### src/rtl/decoration_controller_pkg.sv
// Shared definitions for the decoration opcode stream: opcode values,
// the category/colour/power enums and a small width helper.
package halloween_pkg;

  // System opcodes
  localparam logic [3:0] ON        = 4'b0000;
  localparam logic [3:0] RESET     = 4'b0001;
  // Colour opcodes
  localparam logic [3:0] GREEN     = 4'b0100;
  localparam logic [3:0] PURPLE    = 4'b0101;
  localparam logic [3:0] ORANGE    = 4'b0110;
  // Sound opcodes
  localparam logic [3:0] SCREAMING = 4'b1000;
  localparam logic [3:0] CACKLING  = 4'b1001;
  localparam logic [3:0] BOO       = 4'b1010;
  // Movement opcodes
  localparam logic [3:0] WAVEHANDS = 4'b1100;
  localparam logic [3:0] MOVEJAW   = 4'b1101;
  localparam logic [3:0] FOG       = 4'b1110;

  typedef enum logic [1:0] {
    CAT_SYSTEM = 2'b00,
    CAT_COLOUR = 2'b01,
    CAT_SOUND  = 2'b10,
    CAT_MOVE   = 2'b11
  } category_e;

  typedef enum logic [1:0] {
    COL_GREEN  = 2'b00,
    COL_PURPLE = 2'b01,
    COL_ORANGE = 2'b10,
    COL_DARK   = 2'b11
  } color_e;

  typedef enum logic {
    PWR_OFF = 1'b0,
    PWR_ON  = 1'b1
  } power_e;

  function automatic int unsigned maxOf(input int unsigned a, input int unsigned b);
    return (a > b) ? a : b;
  endfunction

endpackage

### src/rtl/decoration_controller_effect_timer.sv
// Down-counting effect timer: load N, count down to zero and hold there.
// The effect is active whenever the count is nonzero, so a load produces
// exactly N active cycles and a reload on the last cycle leaves no gap.
module effect_timer #(
  parameter int unsigned N = 8,
  parameter int unsigned W = 4
) (
  input  logic clk,
  input  logic rst,
  input  logic load,
  output logic active
);

  logic [W-1:0] r_count;

  // Load takes precedence over decrement; the count never wraps below zero
  always_ff @(posedge clk) begin
    if (rst) begin
      r_count <= '0;
    end else if (load) begin
      r_count <= W'(N);
    end else if (r_count != '0) begin
      r_count <= r_count - W'(1);
    end
  end

  assign active = (r_count != '0);

endmodule

### src/rtl/decoration_controller.sv
// Decoration controller: executes 4-bit opcodes from the sequencer,
// holding power/colour state and timing sound, movement and fog effects.
// Optional build macro HALLOWEEN_FOG_COOLDOWN_EN adds a dead period after
// fog expires during which further fog requests are ignored.
module decoration_controller
  import halloween_pkg::*;
#(
  parameter int unsigned SOUND_CYCLES = 8,
  parameter int unsigned MOVE_CYCLES  = 4,
  parameter int unsigned FOG_CYCLES   = 16,
  parameter int unsigned FOG_COOLDOWN = 8
) (
  input  logic       clk,
  input  logic       rst,
  input  logic [3:0] opcode,
  input  logic       opcode_valid,
  output logic       powered,
  output logic [1:0] color,
  output logic       sound_active,
  output logic [1:0] sound_sel,
  output logic       wave_hands,
  output logic       move_jaw,
  output logic       fog,
  output logic       illegal
);

  localparam int unsigned TIMER_MAX = maxOf(maxOf(SOUND_CYCLES, MOVE_CYCLES),
                                            maxOf(FOG_CYCLES, FOG_COOLDOWN));
  localparam int unsigned TIMER_W   = (TIMER_MAX == 0) ? 1 : $clog2(TIMER_MAX + 1);

  power_e     r_state;
  logic       r_powered;
  color_e     r_color;
  logic [1:0] r_soundSel;
  logic       r_illegal;

  category_e  w_category;
  logic       w_acceptOn;
  logic       w_resetCmd;
  logic       w_colorLoad;
  logic       w_soundLoad;
  logic       w_waveLoad;
  logic       w_jawLoad;
  logic       w_fogReq;
  logic       w_fogLoad;
  logic       w_illegal;
  logic       w_timerRst;
  logic       w_fogActive;

  // Decode the sampled opcode against the current power state
  always_comb begin
    w_category  = category_e'(opcode[3:2]);
    w_acceptOn  = 1'b0;
    w_resetCmd  = 1'b0;
    w_colorLoad = 1'b0;
    w_soundLoad = 1'b0;
    w_waveLoad  = 1'b0;
    w_jawLoad   = 1'b0;
    w_fogReq    = 1'b0;
    w_illegal   = 1'b0;
    if (opcode_valid) begin
      if (r_state == PWR_OFF) begin
        w_acceptOn = (opcode == ON);
      end else begin
        unique case (w_category)
          CAT_SYSTEM: begin
            w_resetCmd = (opcode == RESET);
            w_illegal  = (opcode[1] == 1'b1);
          end
          CAT_COLOUR: begin
            w_colorLoad = (opcode[1:0] != 2'b11);
            w_illegal   = (opcode[1:0] == 2'b11);
          end
          CAT_SOUND: begin
            w_soundLoad = (opcode[1:0] != 2'b11);
            w_illegal   = (opcode[1:0] == 2'b11);
          end
          CAT_MOVE: begin
            w_waveLoad = (opcode == WAVEHANDS);
            w_jawLoad  = (opcode == MOVEJAW);
            w_fogReq   = (opcode == FOG);
            w_illegal  = (opcode[1:0] == 2'b11);
          end
          default: ;
        endcase
      end
    end
  end

  assign w_timerRst = rst | w_resetCmd;

`ifdef HALLOWEEN_FOG_COOLDOWN_EN
  localparam int unsigned COOL_LOAD = (FOG_COOLDOWN > 0) ? FOG_COOLDOWN - 1 : 0;

  logic r_fogPrev;
  logic w_fogFall;
  logic w_coolActive;

  // Remember last cycle's fog so its expiry can start the cooldown
  always_ff @(posedge clk) begin
    if (w_timerRst) begin
      r_fogPrev <= 1'b0;
    end else begin
      r_fogPrev <= w_fogActive;
    end
  end

  // The first low cycle after fog counts as cooldown, the timer covers the rest
  assign w_fogFall = r_fogPrev & ~w_fogActive & (FOG_COOLDOWN > 0);
  assign w_fogLoad = w_fogReq & ~(w_fogFall | w_coolActive);

  effect_timer #(.N(COOL_LOAD), .W(TIMER_W)) u_coolTimer (
    .clk    (clk),
    .rst    (w_timerRst),
    .load   (w_fogFall),
    .active (w_coolActive)
  );
`else
  assign w_fogLoad = w_fogReq;
`endif

  // Power FSM with registered power, colour, sound selection and illegal pulse
  always_ff @(posedge clk) begin
    if (rst) begin
      r_state    <= PWR_OFF;
      r_powered  <= 1'b0;
      r_color    <= COL_DARK;
      r_soundSel <= 2'b00;
      r_illegal  <= 1'b0;
    end else begin
      r_illegal <= w_illegal;
      if (w_acceptOn) begin
        r_state   <= PWR_ON;
        r_powered <= 1'b1;
        r_color   <= COL_GREEN;
      end
      if (w_resetCmd) begin
        r_state   <= PWR_OFF;
        r_powered <= 1'b0;
        r_color   <= COL_DARK;
      end
      if (w_colorLoad) begin
        r_color <= color_e'(opcode[1:0]);
      end
      if (w_soundLoad) begin
        r_soundSel <= opcode[1:0];
      end
    end
  end

  effect_timer #(.N(SOUND_CYCLES), .W(TIMER_W)) u_soundTimer (
    .clk    (clk),
    .rst    (w_timerRst),
    .load   (w_soundLoad),
    .active (sound_active)
  );

  effect_timer #(.N(MOVE_CYCLES), .W(TIMER_W)) u_waveTimer (
    .clk    (clk),
    .rst    (w_timerRst),
    .load   (w_waveLoad),
    .active (wave_hands)
  );

  effect_timer #(.N(MOVE_CYCLES), .W(TIMER_W)) u_jawTimer (
    .clk    (clk),
    .rst    (w_timerRst),
    .load   (w_jawLoad),
    .active (move_jaw)
  );

  effect_timer #(.N(FOG_CYCLES), .W(TIMER_W)) u_fogTimer (
    .clk    (clk),
    .rst    (w_timerRst),
    .load   (w_fogLoad),
    .active (w_fogActive)
  );

  assign fog       = w_fogActive;
  assign powered   = r_powered;
  assign color     = r_color;
  assign sound_sel = r_soundSel;
  assign illegal   = r_illegal;

endmodule
### config.mk
export PLATFORM = sky130hd
export DESIGN_NAME = decoration_controller
export DESIGN_NICKNAME = d
export VERILOG_FILES = /design/src/rtl/decoration_controller_pkg.sv /design/src/rtl/decoration_controller_effect_timer.sv /design/src/rtl/decoration_controller.sv
export SDC_FILE = /design/constraint.sdc
export NUM_CORES = 1
export LEC_CHECK = 0
export CORE_MARGIN = 4
export CORE_UTILIZATION = 50
export DETAILED_ROUTE_END_ITERATION = 10
export GPL_TIMING_DRIVEN = 0
export MAX_ROUTING_LAYER = met4
export PLACE_DENSITY = 0.73
export SLEW_MARGIN = 20
export SYNTH_ARGS = -nofsm -noshare
export SYNTH_HDL_FRONTEND = slang
export SYNTH_SLANG_ARGS = --single-unit
### constraint.sdc
create_clock -name clk -period 2.2 [get_ports clk]
set_clock_uncertainty 0.15 [all_clocks]
set_input_delay 0.44 -clock clk [delete_from_list [all_inputs] [get_ports clk]]
set_output_delay 0.44 -clock clk [all_outputs]
set_load 0.05 [all_outputs]
==> flow_metrics.env, run 1 <==
export IMPL_reg2reg_from="u_soundTimer.r_count[1]$_SDFFE_PP0P_"
export IMPL_cp_arrival_ns=1.53
export IMPL_drt_wl_total_um=2970
export IMPL_cp_max_fo=2
export IMPL_required_ns=1.61
export IMPL_yosysTopAreaCell="dfxtp_1"
export IMPL_dp_slack_ns=-0.280
export IMPL_insertion_delay_ns=0.32
export IMPL_path_clk_slew_ns=0.14
export IMPL_multiInputGateArea_um2=826
export IMPL_reg2reg_slack_ns=0.39
export IMPL_hp_class="in2reg"
export IMPL_power_density_nw_per_um2=1660
export IMPL_drive_above_1_share_pct=33.1
export IMPL_start_kind="flip-flop"
export IMPL_status="finished, final reports clean"
export IMPL_setup_viol=0
export IMPL_hold_viol=0
export IMPL_grt_max_degree=16
export IMPL_drtAntennaViolNets=0
export IMPL_top_layer="met4"
export IMPL_mappedNetlistNets=159
export IMPL_holdWs_ns=0.268
export IMPL_clock_path_buffers=2
export IMPL_port_buffers=13
export IMPL_syn_inst=145
export IMPL_antenna_cells=0
export IMPL_dpl_cell_count=188
export IMPL_grtUsageTotal_pct=18.5
export IMPL_firstDrtPassIters=4
export IMPL_root_buffer="clkbuf_4"
export IMPL_cts_max_level=1
export IMPL_r2r_end="u_soundTimer.r_count[1]$_SDFFE_PP0P_"
export IMPL_cts_buffers=3
export IMPL_drc=0
export IMPL_hold_end="powered$_SDFFE_PP0P_"
export IMPL_yosys_area_top_type_share_pct=38.0
export IMPL_rsz0062_at_grt="no"
export IMPL_yosys_cell_types_count=41
export IMPL_nFillCells=208
export IMPL_core_area_um2=2540
export IMPL_finalCritPeriodShare_pct=96.2
export IMPL_p_total_uw=2950
export IMPL_period_needed_ns=2.12
export IMPL_final_cells=205
export IMPL_fin_nets=190
export IMPL_crit_path_end_kind="primary output"
export IMPL_dieWidth_um=60.3
export IMPL_slew_headroom_pct=51.5
export IMPL_drv_cap=0
export IMPL_hp_start="opcode[0]"
export IMPL_ys_seq_area_share_pct=38.0
export IMPL_grt_pass1_vias=1160
export IMPL_syn_area_um2=1370
export IMPL_cts_hold_buf=0
export IMPL_clock_sinks=26
export IMPL_antenna_found_initial=0
export IMPL_chipHeight_um=60.3
export IMPL_ys_warn_count=0
export IMPL_dp_final_hpwl_um=1950
export IMPL_grt_pass1_wl_um=4970
export IMPL_pin_count=17
export IMPL_yosys_register_bits=26
export IMPL_slew_viol_final=0
export IMPL_ff_latch_area_um2=528
export IMPL_crit_type="reg2out"
export IMPL_place_gp_congestion=0.780
export IMPL_grt_ovfl_total=0
export IMPL_drt_met1_wl_um=1420
export IMPL_synth_async_reset_ratio_pct=0
export IMPL_holdPathStages=2
export IMPL_initial_core_util_pct=53.8
export IMPL_post_synth_top_count_cell="dfxtp_1"
export IMPL_wl_met3_um=112
export IMPL_std_cell_rows=18
export IMPL_synth_flop_cell="dfxtp_1"
export IMPL_r2r_cells=5
export IMPL_tightestPinTransition_ns=0.726
export IMPL_vdd_drop_max_mv=1.29
export IMPL_fmax_mhz=472
export IMPL_fin_ws_ns=0.0828
export IMPL_vias=1150
export IMPL_synth_area_per_cell_um2=9.44
export IMPL_vias_per_cell=5.61
export IMPL_slowest_delay_ns=0.47
export IMPL_syn_to_final_growth_pct=29.5
export IMPL_tns_ns=0
export IMPL_met2_length_um=1420
export IMPL_synthTopCellsByArea="dfxtp_1, ha_1, xnor2_1"
export IMPL_first_iter_violations=26
export IMPL_crit_chain="inv_2 -> ha_4 -> or4b_4 -> buf_8"
export IMPL_synthTopCellsByCount="dfxtp_1, nor2_1, nor3_1"
export IMPL_synth_edf_count=0
export IMPL_slowest_stage="or4b_4"
export IMPL_wl_per_cell_um=14.5
export IMPL_dieArea_um2=3640
export IMPL_leakagePower_uw=0.000696
export IMPL_cts_tree="yes"
==> cell type report <==
class                      instances  area share (%)
clock inverter                     1            1.69
timing repair buffer              29            14.7
sequential                        26            29.8
multi-input combinational        101            46.6
inverter                          10            2.12
tap                               30            2.12
buffer                             5            1.69
clock buffer                       3            1.27
==> stage by stage <==
| stage | cell area, µm² | utilization [%] |
|---|---|---|
| 3_5_place_dp | 1540 | 60.4 |
| 2_1_floorplan | 1370 | - |
| 3_3_place_gp | 1540 | 60.4 |
| 6_report | 1770 | 69.7 |
| 5_1_grt | 1770 | 69.7 |
| 4_1_cts | 1760 | 69.0 |
==> worst max-delay path by stage <==
stage,start,end,cells after the start,slack [ns]
2_1_floorplan,u_waveTimer.r_count[0]$_SDFFE_PP0P_,u_waveTimer.r_count[2]$_SDFFE_PP0P_,6,0.31
3_3_place_gp,u_waveTimer.r_count[0]$_SDFFE_PP0P_,wave_hands,5,-0.26
3_5_place_dp,u_waveTimer.r_count[0]$_SDFFE_PP0P_,wave_hands,5,-0.28
4_1_cts,u_waveTimer.r_count[0]$_SDFFE_PP0P_,wave_hands,5,-0.05
5_1_grt,u_fogTimer.r_count[0]$_SDFFE_PP0P_,fog,5,0.007
6_report,u_soundTimer.r_count[1]$_SDFFE_PP0P_,sound_active,4,0.08
==> routing by layer <==
layer / up-vias / GRT usage (%)
li1: 579 / -
met1: 540 / 22.9
met2: 27 / 30.6
met3: 4 / 2.59
met4: 0 / 6.33
met5: - / -
==> worst max-delay path, delay by kind of cell (launching register included) <==
kind | cells | cell delay, ns
AND/OR/NAND/NOR | 1 | 0.47
buffers and inverters | 2 | 0.24
adder cells (fa/ha/maj) | 1 | 0.13
flip-flops | 1 | 0.36
==> state kept, by name, summed over array words and instances, names as in the netlist <==
name	flops
u_jawTimer.r_count	5
u_waveTimer.r_count	5
u_soundTimer.r_count	5
powered	1
sound_sel	2
color	2
u_fogTimer.r_count	5
illegal	1
==> cells in the final DEF (no fill, tap or decap), types with 3 or more instances in the layout <==
master,n
nor3b_1,4
or4b_4,3
a2111oi_2,4
nor2_1,13
xnor2_1,7
ha_1,3
a21oi_1,3
nor4_1,4
ha_4,3
dfxtp_1,20
clkdlybuf4s50_1,8
buf_4,17
nand3b_1,3
nor4b_1,3
inv_2,7
buf_8,3
mux2i_1,3
dfxtp_2,6
inv_1,3
xor2_1,3
nand2_1,4
nor3_1,12
nand2b_1,4
clkbuf_4,3
==> where the power goes <==
group	switching (µW)	total, µW	internal [µW]
Clock	144	329	184
Sequential	153	799	646
Combinational	877	1820	941
Total	1170	2950	1770
==> cell families (layout without fill, tap and decap cells) <==
kind of cell / count (synthesis) / after routing / synth area share [%]
DFF: 26 / 26 / 38.0
xor gates and xnor gates: 10 / 10 / 6.40
muxes: 3 / 3 / 2.19
adders and majority gates: 7 / 7 / 6.40
and+or+nand+nor: 62 / 62 / 28.0
AOI/OAI and AO/OA: 19 / 19 / 13.0
buffers and inverters: 18 / 48 / 6.03
==> repair_timing <==
action                     4_1_cts  5_1_grt
gates resized for setup         53        9
setup buffers                   12        4
setup endpoints to repair        5        4
pin swaps                        3        1
Note: power is estimated with default switching activity, not from simulation.
==> run 2: changes to the inputs <==
--- a/config.mk
+++ b/config.mk
@@ -14,4 +14,5 @@
 export SLEW_MARGIN = 20
 export SYNTH_ARGS = -nofsm -noshare
 export SYNTH_HDL_FRONTEND = slang
+export SYNTH_HIERARCHICAL = 1
 export SYNTH_SLANG_ARGS = --single-unit
==> flow_metrics.env, run 2 <==
export IMPL_firstDrtPassIters=4
export IMPL_synth_edf_count=0
export IMPL_root_buffer="clkbuf_4"
export IMPL_grt_max_degree=14
export IMPL_syn_inst=152
export IMPL_drc=0
export IMPL_fin_nets=193
export IMPL_slowest_stage="or4b_4"
export IMPL_finalCritPeriodShare_pct=100
export IMPL_synthTopCellsByCount="dfxtp_1, inv_1, nor2_1"
export IMPL_drtAntennaViolNets=0
export IMPL_antenna_cells=0
export IMPL_drt_wl_total_um=2670
export IMPL_yosys_area_top_type_share_pct=36.2
export IMPL_ys_warn_count=6
export IMPL_synth_area_per_cell_um2=9.45
export IMPL_vdd_drop_max_mv=1.16
export IMPL_syn_area_um2=1440
export IMPL_place_gp_congestion=0.771
export IMPL_leakagePower_uw=0.000723
export IMPL_period_needed_ns=2.20
export IMPL_drv_cap=0
export IMPL_wl_per_cell_um=12.8
export IMPL_hold_viol=0
export IMPL_vias_per_cell=5.56
export IMPL_slew_headroom_pct=60.0
export IMPL_crit_path_end_kind="primary output"
export IMPL_status="complete, but fails checks"
export IMPL_rsz0062_at_grt="yes"
export IMPL_layout_common_cells="dfxtp_1, nor2_1, nor3_1"
export IMPL_dp_final_hpwl_um=1970
export IMPL_grt_pass1_vias=1096
export IMPL_fin_ws_ns=-0.00267
export IMPL_crit_type="reg2out"
export IMPL_cts_buffers=3
export IMPL_slowest_delay_ns=0.45
export IMPL_slew_viol_final=0
export IMPL_core_area_um2=2760
export IMPL_mappedNetlistNets=166
export IMPL_yosys_cell_types_count=38
export IMPL_final_common_cell="dfxtp_1"
export IMPL_first_iter_violations=38
export IMPL_synth_async_reset_ratio_pct=0
export IMPL_std_cell_rows=19
export IMPL_start_kind="flip-flop"
export IMPL_setup_viol=1
export IMPL_syn_to_final_growth_pct=22.7
export IMPL_pin_count=17
export IMPL_grtUsageTotal_pct=16.7
export IMPL_dieArea_um2=3790
export IMPL_holdWs_ns=0.317
export IMPL_drive_above_1_share_pct=29.4
export IMPL_crit_chain="inv_2 -> ha_4 -> or4b_4 -> buf_6 -> buf_8"
export IMPL_cp_max_fo=5
export IMPL_grt_pass1_wl_um=4660
export IMPL_fmax_mhz=454
export IMPL_post_synth_top_count_cell="dfxtp_1"
export IMPL_initial_core_util_pct=52.1
export IMPL_chipHeight_um=61.6
export IMPL_cts_max_level=1
export IMPL_yosysTopAreaCell="dfxtp_1"
export IMPL_crit_family="simple AND/OR/NAND/NOR gates"
export IMPL_antenna_found_initial=0
export IMPL_dp_slack_ns=-0.518
export IMPL_ys_seq_area_share_pct=36.2
export IMPL_worst_path_buf_inv=3
export IMPL_cp_arrival_ns=1.61
export IMPL_yosys_register_bits=26
export IMPL_vias=1156
export IMPL_synth_flop_cell="dfxtp_1"
export IMPL_required_ns=1.61
export IMPL_tightestPinTransition_ns=0.599
export IMPL_synthTopCellsByArea="dfxtp_1, ha_1, nor3b_1"
export IMPL_port_buffers=15
export IMPL_failed_checks="setup timing"
export IMPL_hp_class="in2reg"
export IMPL_clock_path_buffers=2
export IMPL_grt_ovfl_total=0
export IMPL_cts_tree="yes"
export IMPL_path_clk_slew_ns=0.13
export IMPL_dieWidth_um=61.6
export IMPL_power_density_nw_per_um2=1490
export IMPL_clock_sinks=26
export IMPL_insertion_delay_ns=0.31
-- run 2: cell count changes after synthesis, moves of 3 or more --
cell,delta
inv_1,+4
mux2_1,+4
nor3b_1,+6
xnor2_1,-3
nand3b_1,-3
or3b_2,+5
-- run 2: final cells by class --
| class | count | area (µm²) |
|---|---|---|
| fillers | 221 | 995 |
| multi-input cells | 104 | 875 |
| flip-flops and latches | 26 | 526 |
| repair buffers | 23 | 210 |
| inverters | 14 | 52.6 |
| plain buffers | 7 | 38.8 |
| well taps | 31 | 38.8 |
| clock buffers | 3 | 22.5 |
-- run 2: per-stage QoR --
stage | utilization [%] | cell area (µm²) | power, µW | instances | setup TNS, ns
finish | 63.9 | 1760 | 2620 | 208 | -0.00267
global route | 63.9 | 1760 | 2810 | 208 | -0.0763
CTS | 63.4 | 1750 | 2600 | 207 | -0.0964
detailed placement | 58.9 | 1630 | 2190 | 198 | -5.63
global placement | 58.9 | 1630 | 2130 | 198 | -5.23
floorplan | - | 1440 | 1890 | 152 | 0
-- run 2: final timing paths --
check | startpoint | endpoint | slack [ns] | depth (start not counted)
hold / removal | opcode[1] | illegal$_SDFF_PP0_ | 0.32 | 2
setup reg to reg | powered$_SDFFE_PP0P_ | u_waveTimer/r_count[1]$_SDFFE_PP0P_ | 0.42 | 5
setup / recovery | u_soundTimer/r_count[1]$_SDFFE_PP0P_ | sound_active | -0.003 | 5
hold reg to reg | color[0]$_SDFFE_PP1P_ | color[0]$_SDFFE_PP1P_ | 0.34 | 1
-- run 2: routing by layer --
layer / track usage (%) / vias up / part of all wire, %
met5: - / - / 0
met4: 6.36 / 0 / 0.60
met3: 1.89 / 2 / 1.9
met2: 28.0 / 6 / 51
met1: 20.4 / 553 / 46
li1: - / 595 / -
-- run 2: power by group --
group,total (µW),leakage [µW],switching (µW),internal (µW)
Clock,197,0.0000138,133,64.0
Sequential,827,0.000215,184,643
Combinational,1600,0.000495,754,843
Total,2620,0.000723,1070,1550
-- run 2: cells by family (layout without fill, tap and decap cells) --
group,Yosys count,after routing,synth area share [%]
flops,26,26,36.2
simple gates,66,66,30.9
xor+xnor,5,5,3.05
fa+ha+maj,7,7,6.10
mux,9,9,6.79
buf+inv,22,47,6.27
compound gates,17,17,10.6
-- run 2: timing repair --
item                       CTS  global route
buffers inserted             6             2
gates resized for setup     38            13
hold buffers                 0             0
setup endpoints to repair   13             6
pin swaps                    1             1
==> run 3: changes to the inputs <==
--- a/config.mk
+++ b/config.mk
@@ -5,6 +5,7 @@
 export SDC_FILE = /design/constraint.sdc
 export NUM_CORES = 1
 export LEC_CHECK = 0
+export ABC_AREA = 1
 export CORE_MARGIN = 4
 export CORE_UTILIZATION = 50
 export DETAILED_ROUTE_END_ITERATION = 10
==> flow_metrics.env, run 3 <==
export IMPL_synthTopCellsByCount="nand2_1, nor2_1, inv_1"
export IMPL_synthTopCellsByArea="dfxtp_1, nand2_1, nor2_1"
export IMPL_cts_hold_buf=0
export IMPL_drv_cap=0
export IMPL_yosysTopAreaCell="dfxtp_1"
export IMPL_ys_seq_area_share_pct=36.3
export IMPL_drtAntennaViolNets=0
export IMPL_yosys_register_bits=26
export IMPL_clock_sinks=26
export IMPL_dieWidth_um=61.6
export IMPL_yosys_cell_types_count=23
export IMPL_grt_max_degree=14
export IMPL_slowest_stage="clkdlybuf4s50_1"
export IMPL_vdd_drop_max_mv=1.13
export IMPL_cts_tree="yes"
export IMPL_std_cell_rows=19
export IMPL_insertion_delay_ns=0.31
export IMPL_synth_fa_ha_area_share_pct=6.11
export IMPL_chipHeight_um=61.6
export IMPL_post_synth_top_count_cell="nand2_1"
export IMPL_mappedNetlistNets=212
export IMPL_hp_class="reg2reg"
export IMPL_holdWs_ns=0.345
export IMPL_cts_setup_buffers=0
export IMPL_cp_max_fo=2
export IMPL_crit_family="buffers and inverters"
export IMPL_worst_path_buf_inv=1
export IMPL_power_density_nw_per_um2=1480
export IMPL_synth_area_per_cell_um2=7.24
export IMPL_fin_nets=233
export IMPL_dieArea_um2=3790
export IMPL_drc=0
export IMPL_synth_edf_count=0
export IMPL_grtUsageTotal_pct=17.5
export IMPL_antenna_cells=0
export IMPL_place_gp_congestion=0.830
export IMPL_synth_flop_cell="dfxtp_1"
export IMPL_drive_above_1_share_pct=15.2
export IMPL_synth_xor_area_share_pct=0.611
export IMPL_synth_compound_area_share_pct=6.54
export IMPL_cts_max_level=1
export IMPL_first_iter_violations=45
export IMPL_root_buffer="clkbuf_4"
export IMPL_fmax_mhz=481
export IMPL_dpl_cell_count=245
export IMPL_syn_inst=198
export IMPL_reg2reg_slack_ns=0.59
export IMPL_setup_viol=0
export IMPL_synth_async_reset_ratio_pct=0
export IMPL_syn_area_um2=1430
export IMPL_slew_headroom_pct=66.2
export IMPL_syn_to_final_growth_pct=14.8
export IMPL_status="finished, final reports clean"
export IMPL_vias_per_cell=5.03
export IMPL_grt_pass1_wl_um=4860
export IMPL_p_total_uw=2430
export IMPL_final_cells=248
export IMPL_r2r_end="u_jawTimer/r_count[4]$_SDFFE_PP0P_"
export IMPL_rsz0062_at_grt="no"
export IMPL_layout_common_cells="nand2_1, nor2_1, inv_1"
export IMPL_worstSetupStartpoint="color[0]$_SDFFE_PP1P_"
export IMPL_grt_pass1_vias=1221
export IMPL_slowest_delay_ns=0.81
export IMPL_leakagePower_uw=0.000795
export IMPL_dp_final_hpwl_um=2270
export IMPL_port_buffers=16
export IMPL_vias=1248
export IMPL_crit_type="reg2out"
export IMPL_initial_core_util_pct=52.0
export IMPL_tightestPinTransition_ns=0.506
export IMPL_clock_path_buffers=2
export IMPL_hold_viol=0
export IMPL_synth_top_family_by_area="simple AND/OR/NAND/NOR gates"
export IMPL_grt_ovfl_total=0
export IMPL_synth_area_mux_share_pct=0
export IMPL_period_needed_ns=2.08
export IMPL_hp_start="color[1]$_SDFFE_PP1P_"
export IMPL_drt_wl_total_um=2780
export IMPL_path_clk_slew_ns=0.14
export IMPL_firstDrtPassIters=4
export IMPL_endpoint="color[0]"
export IMPL_pin_count=17
export IMPL_yosys_area_top_type_share_pct=36.3
export IMPL_slew_viol_final=0
export IMPL_required_ns=1.61
export IMPL_wl_per_cell_um=11.2
export IMPL_crit_chain="clkdlybuf4s50_1"
export IMPL_start_kind="flip-flop"
export IMPL_antenna_found_initial=0
export IMPL_synth_simple_gate_area_share_pct=42.8
export IMPL_core_area_um2=2760
export IMPL_cp_arrival_ns=1.49
export IMPL_reg2reg_from="powered$_SDFFE_PP0P_"
export IMPL_crit_cells=1
export IMPL_finalCritPeriodShare_pct=94.5
export IMPL_final_common_cell="nand2_1"
export IMPL_cts_buffers=3
export IMPL_r2r_cells=7
export IMPL_crit_path_end_kind="primary output"
export IMPL_ys_warn_count=6
-- run 3: final cells by class --
cell class                 instances  area, µm²
fill                             264       1110
multi-input combinational        143        807
sequential                        26        520
timing repair buffer              16        149
inverter                          29        109
tap                               31       38.8
clock buffer                       3       22.5
-- run 3: worst min-delay path by stage --
stage	end	slack [ns]	depth (start not counted)
after floorplan	u_fogTimer/r_count[4]$_SDFFE_PP0P_	0.31	2
after global placement	color[0]$_SDFFE_PP1P_	0.32	2
after detailed placement	color[0]$_SDFFE_PP1P_	0.32	2
after CTS	color[0]$_SDFFE_PP1P_	0.35	2
after global routing	color[1]$_SDFFE_PP1P_	0.36	2
final	color[1]$_SDFFE_PP1P_	0.34	2
-- run 3: routing by layer --
layer  share of wire [%]  wire length [µm]  vias to the layer above  track usage, %
li1                    -                 -                      665               -
met1                  45              1250                      557            20.4
met2                  51              1410                       22            29.6
met3                 3.4                94                        4            3.35
met4                0.86                24                        0            6.67
met5                   0                 0                        -               -
-- run 3: cell families (layout without fill, tap and decap cells) --
family          count (synthesis)  after routing
compound gates                 15             15
simple gates                  120            120
flops                          26             26
fa+ha+maj                       7              7
buf+inv                        29             48
xor+xnor                        1              1
-- run 3: where the power goes --
group          switching [µW]  internal, µW
clock                     132          64.0
combinational             936           501
sequential                158           637
total                    1230          1200
-- run 3: stage by stage --
stage | instance area [µm²] | TNS, ns | worst slack [ns] | util (%)
2_1_floorplan | 1430 | 0 | 0.439 | -
3_3_place_gp | 1630 | 0 | 0.00214 | 59.2
3_5_place_dp | 1630 | -0.0476 | -0.0313 | 59.2
4_1_cts | 1660 | 0 | 0.0214 | 60.2
5_1_grt | 1650 | 0 | 0.0350 | 59.7
6_report | 1650 | 0 | 0.121 | 59.7
-- run 3: timing repair --
item / in CTS / in global routing
gates resized for setup: 12 / 8
pin swaps: 0 / 0
setup endpoints to repair: 4 / 5
gates cloned: 0 / 0
hold endpoints to repair: 0 / 0
